==> src/rtl/samplerz_pkg.sv <==
// Shared types and constants for the samplerz BerExp exp-polynomial control path.
package samplerz_pkg;

  localparam int Z_W   = 64;  // z and shared subtractor width
  localparam int Y_W   = 63;  // for_loop word width
  localparam int S_MAX = 63;  // largest shift applied to 2y-1
  localparam int S_W   = 6;   // bits needed to hold 0..S_MAX

  typedef enum logic [2:0] {
    IDLE,
    POLY,
    SCALE,
    CMP,
    DONE
  } state_t;

  // Index of the z byte currently being compared (7 = most significant).
  typedef logic [2:0] byte_idx_t;

  // Shift amounts above S_MAX saturate to S_MAX.
  function automatic logic [S_W-1:0] clip_shift(input logic [6:0] s);
    return (s > 7'(S_MAX)) ? S_W'(S_MAX) : s[S_W-1:0];
  endfunction

endpackage

==> src/rtl/ber_exp_ctrl_sub64.sv <==
// Shared 64-bit subtractor: purely combinational a - b, wrapping mod 2^64.
module sub64
  import samplerz_pkg::*;
(
  input  logic [Z_W-1:0] a,
  input  logic [Z_W-1:0] b,
  output logic [Z_W-1:0] diff
);

  assign diff = a - b;

endmodule

==> src/rtl/ber_exp_ctrl.sv <==
// BerExp initiator: launches for_loop, lends it the shared subtractor, scales
// the result into z and runs the lazy byte-wise Bernoulli compare.
module ber_exp_ctrl
  import samplerz_pkg::*;
(
  input  logic          clk,
  input  logic          rst_n,
  input  logic          start,
  input  logic [62:0]   r_63,
  input  logic [62:0]   ccs_63,
  input  logic [6:0]    s_in,
  output logic          busy,
  output logic          done,
  output logic          accept,
  output logic          fl_valid,
  output logic [62:0]   fl_z_63,
  output logic [62:0]   fl_ccs_63,
  input  logic [62:0]   fl_y_63,
  input  logic          fl_done,
  input  logic [63:0]   fl_sub_data_in_a,
  input  logic [63:0]   fl_sub_data_in_b,
  input  logic          fl_sub_data_valid,
  output logic [62:0]   fl_sub_data_out,
  output logic          rnd_req,
  input  logic          rnd_valid,
  input  logic [7:0]    rnd_byte
);

  state_t          state_q, state_d;
  logic [Y_W-1:0]  r_q, r_d;
  logic [Y_W-1:0]  ccs_q, ccs_d;
  logic [S_W-1:0]  s_q, s_d;
  logic [Y_W-1:0]  y_q, y_d;
  logic [Z_W-1:0]  z_q, z_d;
  byte_idx_t       idx_q, idx_d;
  logic            accept_q, accept_d;

  logic [Z_W-1:0]  sub_a, sub_b, sub_diff;
  logic [7:0]      z_byte;

  // for_loop computes the same result whether or not it flags the request,
  // so the valid strobe carries no information for this side.
  logic unused_sub_valid;
  assign unused_sub_valid = fl_sub_data_valid;

  assign z_byte = z_q[{idx_q, 3'b000} +: 8];

  sub64 u_sub64 (
    .a    (sub_a),
    .b    (sub_b),
    .diff (sub_diff)
  );

  // Operand mux: for_loop owns the subtractor in POLY, this block otherwise.
  always_comb begin
    sub_a = '0;
    sub_b = '0;
    unique case (state_q)
      POLY: begin
        sub_a = fl_sub_data_in_a;
        sub_b = fl_sub_data_in_b;
      end
      SCALE: begin
        sub_a = {y_q, 1'b0};
        sub_b = Z_W'(1);
      end
      CMP: begin
        sub_a = {56'b0, rnd_byte};
        sub_b = {56'b0, z_byte};
      end
      default: ;
    endcase
  end

  // Next-state and datapath update; outputs are decoded from the current state.
  always_comb begin
    state_d   = state_q;
    r_d       = r_q;
    ccs_d     = ccs_q;
    s_d       = s_q;
    y_d       = y_q;
    z_d       = z_q;
    idx_d     = idx_q;
    accept_d  = accept_q;
    unique case (state_q)
      IDLE: begin
        if (start) begin
          r_d     = r_63;
          ccs_d   = ccs_63;
          s_d     = clip_shift(s_in);
          state_d = POLY;
        end
      end
      POLY: begin
        if (fl_done) begin
          y_d     = fl_y_63;
          state_d = SCALE;
        end
      end
      SCALE: begin
        // y = 0 deliberately wraps to all-ones before the shift.
        z_d     = sub_diff >> s_q;
        idx_d   = 3'd7;
        state_d = CMP;
      end
      CMP: begin
        if (rnd_valid) begin
          // A nonzero difference settles the compare; equal bytes defer to
          // the next less significant byte until the last one.
          if ((sub_diff != '0) || (idx_q == 3'd0)) begin
            accept_d = sub_diff[Z_W-1];
            state_d  = DONE;
          end else begin
            idx_d = idx_q - 3'd1;
          end
        end
      end
      DONE: state_d = IDLE;
      default: state_d = IDLE;
    endcase
  end

  // State and datapath registers with synchronous active-low reset.
  always_ff @(posedge clk) begin
    if (!rst_n) begin
      state_q  <= IDLE;
      r_q      <= '0;
      ccs_q    <= '0;
      s_q      <= '0;
      y_q      <= '0;
      z_q      <= '0;
      idx_q    <= '0;
      accept_q <= 1'b0;
    end else begin
      state_q  <= state_d;
      r_q      <= r_d;
      ccs_q    <= ccs_d;
      s_q      <= s_d;
      y_q      <= y_d;
      z_q      <= z_d;
      idx_q    <= idx_d;
      accept_q <= accept_d;
    end
  end

  assign busy            = (state_q != IDLE);
  assign done            = (state_q == DONE);
  assign fl_valid        = (state_q == POLY);
  assign rnd_req         = (state_q == CMP);
  assign accept          = accept_q;
  assign fl_z_63         = r_q;
  assign fl_ccs_63       = ccs_q;
  assign fl_sub_data_out = (state_q == POLY) ? sub_diff[62:0] : 63'd0;

endmodule

==> config.mk <==
export PLATFORM = sky130hd
export DESIGN_NAME = ber_exp_ctrl
export DESIGN_NICKNAME = d
export VERILOG_FILES = /design/src/rtl/samplerz_pkg.sv /design/src/rtl/ber_exp_ctrl_sub64.sv /design/src/rtl/ber_exp_ctrl.sv
export SDC_FILE = /design/constraint.sdc
export NUM_CORES = 1
export LEC_CHECK = 0
export ABC_CLOCK_PERIOD_IN_PS = 11500
export CAP_MARGIN = 20
export CELL_PAD_IN_SITES_DETAIL_PLACEMENT = 1
export CELL_PAD_IN_SITES_GLOBAL_PLACEMENT = 2
export CORE_ASPECT_RATIO = 0.75
export CORE_MARGIN = 10
export CORE_UTILIZATION = 30
export DETAILED_ROUTE_END_ITERATION = 10
export DONT_BUFFER_PORTS = 1
export HOLD_SLACK_MARGIN = 0.1
export MAX_ROUTING_LAYER = met4
export PLACE_DENSITY = 0.67
export SLEW_MARGIN = 25
export SYNTH_ARGS = -nofsm -noshare
export SYNTH_HDL_FRONTEND = slang
export SYNTH_SLANG_ARGS = --single-unit
export TNS_END_PERCENT = 100
==> constraint.sdc <==
create_clock -name clk -period 11.5 [get_ports clk]
set_clock_uncertainty 0.1 [all_clocks]
set_input_delay 1.725 -clock clk [delete_from_list [all_inputs] [get_ports clk]]
set_output_delay 1.725 -clock clk [all_outputs]
set_load 0.005 [all_outputs]
Word level (Yosys, flattened, before mapping)
Cells that the tools add are included.
{"block": "classes", "n_addsub": 2, "magnitude_cmp": 1, "n_eq_ne": 9, "n_shift": 2, "mux": 12, "reduce_logical": 11}
{"op": "case mux 64 bit (3 select lines)", "count": 2}
{"op": "nonzero test 64 bit", "count": 1}
{"op": "variable part select 64 x 7 -> 8 bit", "count": 1}
{"op": "right shift 64 x 6 -> 64 bit", "count": 1}
{"op": "subtractor 64 bit", "count": 1}
{"op": "two-way mux 63 bit", "count": 1}
{"op": "two-way mux 3 bit", "count": 6}
{"op": "case mux 3 bit (4 select lines)", "count": 1}
{"op": "greater-than comparator 7 x 6 -> 1 bit (second input constant)", "count": 1}
{"op": "== test 3 x 2 -> 1 bit (second input constant)", "count": 2}
{"op": "zero test 3 bit", "count": 2}
{"op": "two-way mux 6 bit", "count": 1}
{"op": "inequality test 2 x 1 -> 1 bit (second input constant)", "count": 3}
{"op": "case mux 3 bit (2 select lines)", "count": 1}
{"op": "AND reduction 3 bit", "count": 2}
{"op": "inequality test 2 bit (second input constant)", "count": 2}
{"op": "AND reduction 2 bit", "count": 2}
{"op": "AND reduction 4 bit", "count": 1}
{"op": "== test 3 x 1 -> 1 bit (second input constant)", "count": 1}
{"op": "== test 3 bit (second input constant)", "count": 1}
{"op": "nonzero test 3 bit", "count": 1}
{"op": "subtractor 3 x 1 -> 3 bit (second input constant)", "count": 1}
{"op": "nonzero test 2 bit", "count": 1}
{"op": "logical OR 1 bit", "count": 1}
{"block": "totals", "register_bits": 266, "inputBits": 338, "output_inout_bits": 194, "elab_cells": 45}

Logic depth before layout (Yosys ltp)
{"block": "logic_depth", "word_depth": 8, "mapped_depth": 22}

By module
A second synthesis with hierarchy kept.
{"block": "hier_totals", "hier_cells": 2551, "hier_area_um2": 19867.8}
{"mod": "ber_exp_ctrl", "n_inst": 1, "cells_each": 1926, "area_per_inst_um2": 15902.8, "seq_area_each_um2": 5325.1}
{"mod": "sub64", "n_inst": 1, "cells_each": 625, "area_per_inst_um2": 3965.1, "seq_area_each_um2": 0.0}

Least setup slack after synthesis
Ideal clock, no wire load.
{"block": "synth_path", "path_kind": "input-to-output", "start": "in fl_sub_data_in_b[0]", "end": "out fl_sub_data_out[48]", "t_arrival_ps": 4384, "required_ps": 9675, "slack_ps": 5291, "stages": 12, "path_buffers": 0, "cell_sequence": "a21oi_1 -> a311oi_1 -> ha_1 -> inv_1 -> fa_1 -> a211oi_2 -> o211ai_1 -> a31oi_4 -> a2111oi_1 -> o21ba_2 -> or3_1 -> nor2_1"}
{"block": "synth_via", "elab_chain_cells": 3}
{"item": "start: declaration", "line": "ber_exp_ctrl.sv:21", "rtl": "input logic [63:0] fl_sub_data_in_b,"}
{"item": "case mux 64 bit (3 select lines)", "line": "ber_exp_ctrl.sv:58", "rtl": "unique case (state_q)"}
{"item": "subtractor 64 bit", "line": "ber_exp_ctrl_sub64.sv:10", "rtl": "assign diff = a - b;"}
{"item": "two-way mux 63 bit", "line": "ber_exp_ctrl.sv:153", "rtl": "assign fl_sub_data_out = (state_q == POLY) ? sub_diff[62:0] : 63'd0;"}
{"item": "end: declaration", "line": "ber_exp_ctrl.sv:23", "rtl": "output logic [62:0] fl_sub_data_out,"}
No other way between the ends.

Worst setup path in the final report
{"block": "layout_path", "start": "reg state_q[0]", "end": "out fl_sub_data_out[51]"}
{"block": "layout_via", "elab_chain_cells": 4, "word_cells_on_any_way": 7, "cone_classes": "add/sub (1); eq/ne (3); mux (3)"}
{"item": "start: declaration", "line": "ber_exp_ctrl.sv:29", "rtl": "state_t state_q, state_d;"}
{"item": "start signal: assignment", "line": "ber_exp_ctrl.sv:135", "rtl": "state_q <= state_d;"}
{"item": "== test 3 x 1 -> 1 bit (*)"}
{"item": "named net fl_valid", "line": "ber_exp_ctrl.sv:15", "rtl": "output logic fl_valid,"}
{"item": "case mux 64 bit (3 select lines)", "line": "ber_exp_ctrl.sv:58"}
{"item": "subtractor 64 bit", "line": "ber_exp_ctrl_sub64.sv:10"}
{"item": "two-way mux 63 bit (*)", "line": "ber_exp_ctrl.sv:153"}
Mark *: on every way through the listed nets, which the timed path passes. The rest lies on a longest branch.

==> flow_metrics.tcl <==
set metrics [dict create \
    status "completed" \
    grt_first_pass_wirelength_um 169000 \
    synth_area_um2 21600 \
    synthesis.nets 3389 \
    power.density_nw_per_um2 204 \
    seq_area_frac_synth 0.246 \
    worstPathCellList "nor2b_1 > nand2b_2 > inv_4 > buf_12 > nand2_1 > ha_1 > nand4_1 > nor4_1 > nand2_1 > a2111oi_0 > nor2_1 > nand2_1 > xor2_1 > buf_4 > and2_1" \
    path_max_fanout 121 \
    path_class "reg2out" \
    synth_top_area_share 0.246 \
    synthArstFlopShare 0 \
    ir_drop_mv 0.136 \
    crit_family "simple AND/OR/NAND/NOR gates" \
    grt_max_degree 122 \
    route.detailed.drc 0 \
    ant_nets 0 \
    fillers 8755 \
    min_path_type "reg2reg" \
    drt_pass1_iterations 7 \
    dieArea_um2 83400 \
    rsz0062_at_grt "no" \
    synth.avg_cell_area_um2 7.25 \
    hold_path_startpoint "z_q[39]" \
    port_buffers 0 \
    synth_compound_area_frac 0.301 \
    synth_edf_count 0 \
    critPathBufInv 3 \
    fin_nets 3239 \
    synth_cell_type_count 108 \
    multi_input_area_um2 15400 \
    die_y_um 253 \
    clk_latency_ps 620 \
    dieWidth_um 330 \
    setup_slack_ps 2730 \
    ys.flop_type "dfxtp_1" \
    synth_top_area_cell "dfxtp_1" \
    antenna_found_initial 4 \
    core_area_um2 71600 \
    cap_violations 0 \
    cp_common_cell "nand2_1" \
    hold_buffers 0 \
    grt_pass1_vias 23700 \
    regArea_um2 5330 \
    synth.area.top_cells "dfxtp_1 (25%), nand2_1 (11%), a21oi_1 (8.0%)" \
    cts_made_buffers 29 \
    clockBufferDepth 3 \
    setup_viol 0 \
    drive_above_1_share 0.0835 \
    grt-ovfl-total 0 \
    synthMuxAreaShare 0.0896 \
    cp-start-kind "flop" \
    max_stage_delay_ps 910 \
    p_leak_nw 8.56 \
    synthAdderAreaFrac 0.0391 \
    synth-warning-count 0 \
    start_util 0.302 \
    synth_seq_cells 266 \
    cts_resized 0 \
    timing.fmax_mhz 114 \
    synth-xor-area-share 0.0257 \
    period_minus_slack_ps 8770 \
    fin_crit_sh 0.762 \
    clock-sinks 266 \
    wire_per_inst_um 31.1 \
    path_clk_slew_ps 70 \
    cp.arrival_ps 6940 \
    grtUsageTotal 0.276 \
    cp-end-kind "output port" \
    netlist_top_cells_count "nand2_1 (641), a21oi_1 (345), nor2_1 (272)" \
    yosys.area_share.simple 0.253 \
    std_cell_rows 85 \
    cts_tree "built" \
    initialDrtViolationCount 2327 \
    pre_cts_slack_ps 3680 \
    io_pins 532 \
    worst_pin_slew_ps 1220 \
    vias 23700 \
    whs_ps 350 \
    post_cts_buffers 0 \
    root_buffer "clkbuf_16" \
    crit_slowest_cell "dfxtp_1" \
    synth_top_family_by_area "compound AO/OA/AOI/OAI gates" \
    hold_violations 0 \
    syn-instance-count 2984 \
    critPathRequiredTime_ps 9680 \
    syn2layout_area_growth_pct 7.45 \
    r2r-start "state_q[0]" \
    slew_violations 0 \
    slew_headroom 0.179 \
    tns_ps 0 \
    routabilityCongestion 0.992 \
    via_per_inst 6.23 \
    totalWireLength_um 119000 \
    yosysMostFrequentCell "nand2_1" \
    dp.final_hpwl_um 95400 \
    cts_max_level 1 \
    cp-startpoint "state_q[0]" \
]
[cell type report]
class / count / share of cell area
Sequential cell: 266 / 0.229
Tap cell: 957 / 0.0515
Antenna cell: 5 / 0.000538
Inverter: 25 / 0.00436
Clock inverter: 6 / 0.00318
Clock buffer: 42 / 0.0363
Timing Repair Buffer: 41 / 0.0139
Multi-Input combinational cell: 2471 / 0.661
[routing by layer]
metal / up-vias / routed length (um) / global-route usage
met3: 67 / 13500 / 0.103
met4: 0 / 1310 / 0.0325
met1: 12000 / 53100 / 0.371
met2: 998 / 50700 / 0.400
li1: 10600 / - / -
met5: - / 0 / -
[kinds of logic after synthesis]
family	count (synthesis)
xor+xnor	60
mux	139
fa+ha+maj	67
flops	266
buf+inv	247
simple gates	1241
compound gates	964
[power breakdown]
| part | total [mW] | switching (mW) | leakage, nW | internal (mW) |
|---|---|---|---|---|
| clock | 0.953 | 0.425 | 0.455 | 0.528 |
| combinational | 2.75 | 1.94 | 5.93 | 0.811 |
| sequential | 1.04 | 0.0560 | 2.17 | 0.986 |
| total | 4.74 | 2.42 | 8.56 | 2.32 |
[through the flow]
stage / power (mW) / area [um^2] / instances / util
after floorplan: 2.71 / 21600 / 2984 / -
after global placement: 3.67 / 22300 / 3759 / 0.311
after detailed placement: 3.69 / 22300 / 3759 / 0.311
after CTS: 4.66 / 23200 / 3807 / 0.324
after global routing: 4.96 / 23200 / 3811 / 0.325
final: 4.74 / 23200 / 3813 / 0.325
[state kept, by name, indices dropped and copies added (netlist names)]
signal,cells
state_q,3
z_q,64
fl_z_63,63
s_q,6
accept,1
y_q,63
idx_q,3
fl_ccs_63,63
[worst register-to-register path, cell delays in order (launching register included)]
cell and delay [ps]:
dfxtp_1 910, nor2b_1 290, nand2b_2 320, inv_4 250, buf_12 320, nand2_1 350
ha_1 590, nand4_1 400, nor4_1 1100, nand2b_1 290, and2_1 340, o211ai_1 340
o211ai_1 640, o21ai_0 280, a211oi_1 1060, mux2i_1 360, a22oi_1 220, o21ai_0 100
[cell usage in the layout (no fill, tap or decap), types with 19 or more instances in the layout]
master / netlist / final
a211oi_1: 36 / 34
a21o_1: 32 / 32
a21oi_1: 345 / 345
a22o_1: 67 / 67
a22oi_1: 35 / 35
a31oi_1: 19 / 19
and2_1: 29 / 27
buf_4: 5 / 38
clkbuf_16: 0 / 29
dfxtp_1: 266 / 264
ha_1: 66 / 66
inv_1: 23 / 19
mux2_2: 33 / 33
mux2i_1: 65 / 65
mux4_2: 40 / 40
nand2_1: 641 / 639
nand3_1: 59 / 59
nand4_1: 59 / 59
nor2_1: 272 / 271
nor3_1: 50 / 50
o211ai_1: 45 / 45
o21a_1: 28 / 28
o21ai_0: 107 / 107
o21ai_1: 31 / 31
o22ai_1: 22 / 22
or3_1: 20 / 20
xnor2_1: 30 / 28
xor2_1: 26 / 26
[final timing paths]
kind                         endpoint  slack [ps]  depth (start not counted)
setup reg to reg              z_q[33]        3090                         17
setup / recovery  fl_sub_data_out[51]        2730                         15
hold / removal                z_q[39]         350                          2
hold reg to reg               z_q[39]         350                          2
No activity file was read; power rests on OpenSTA's default activity.
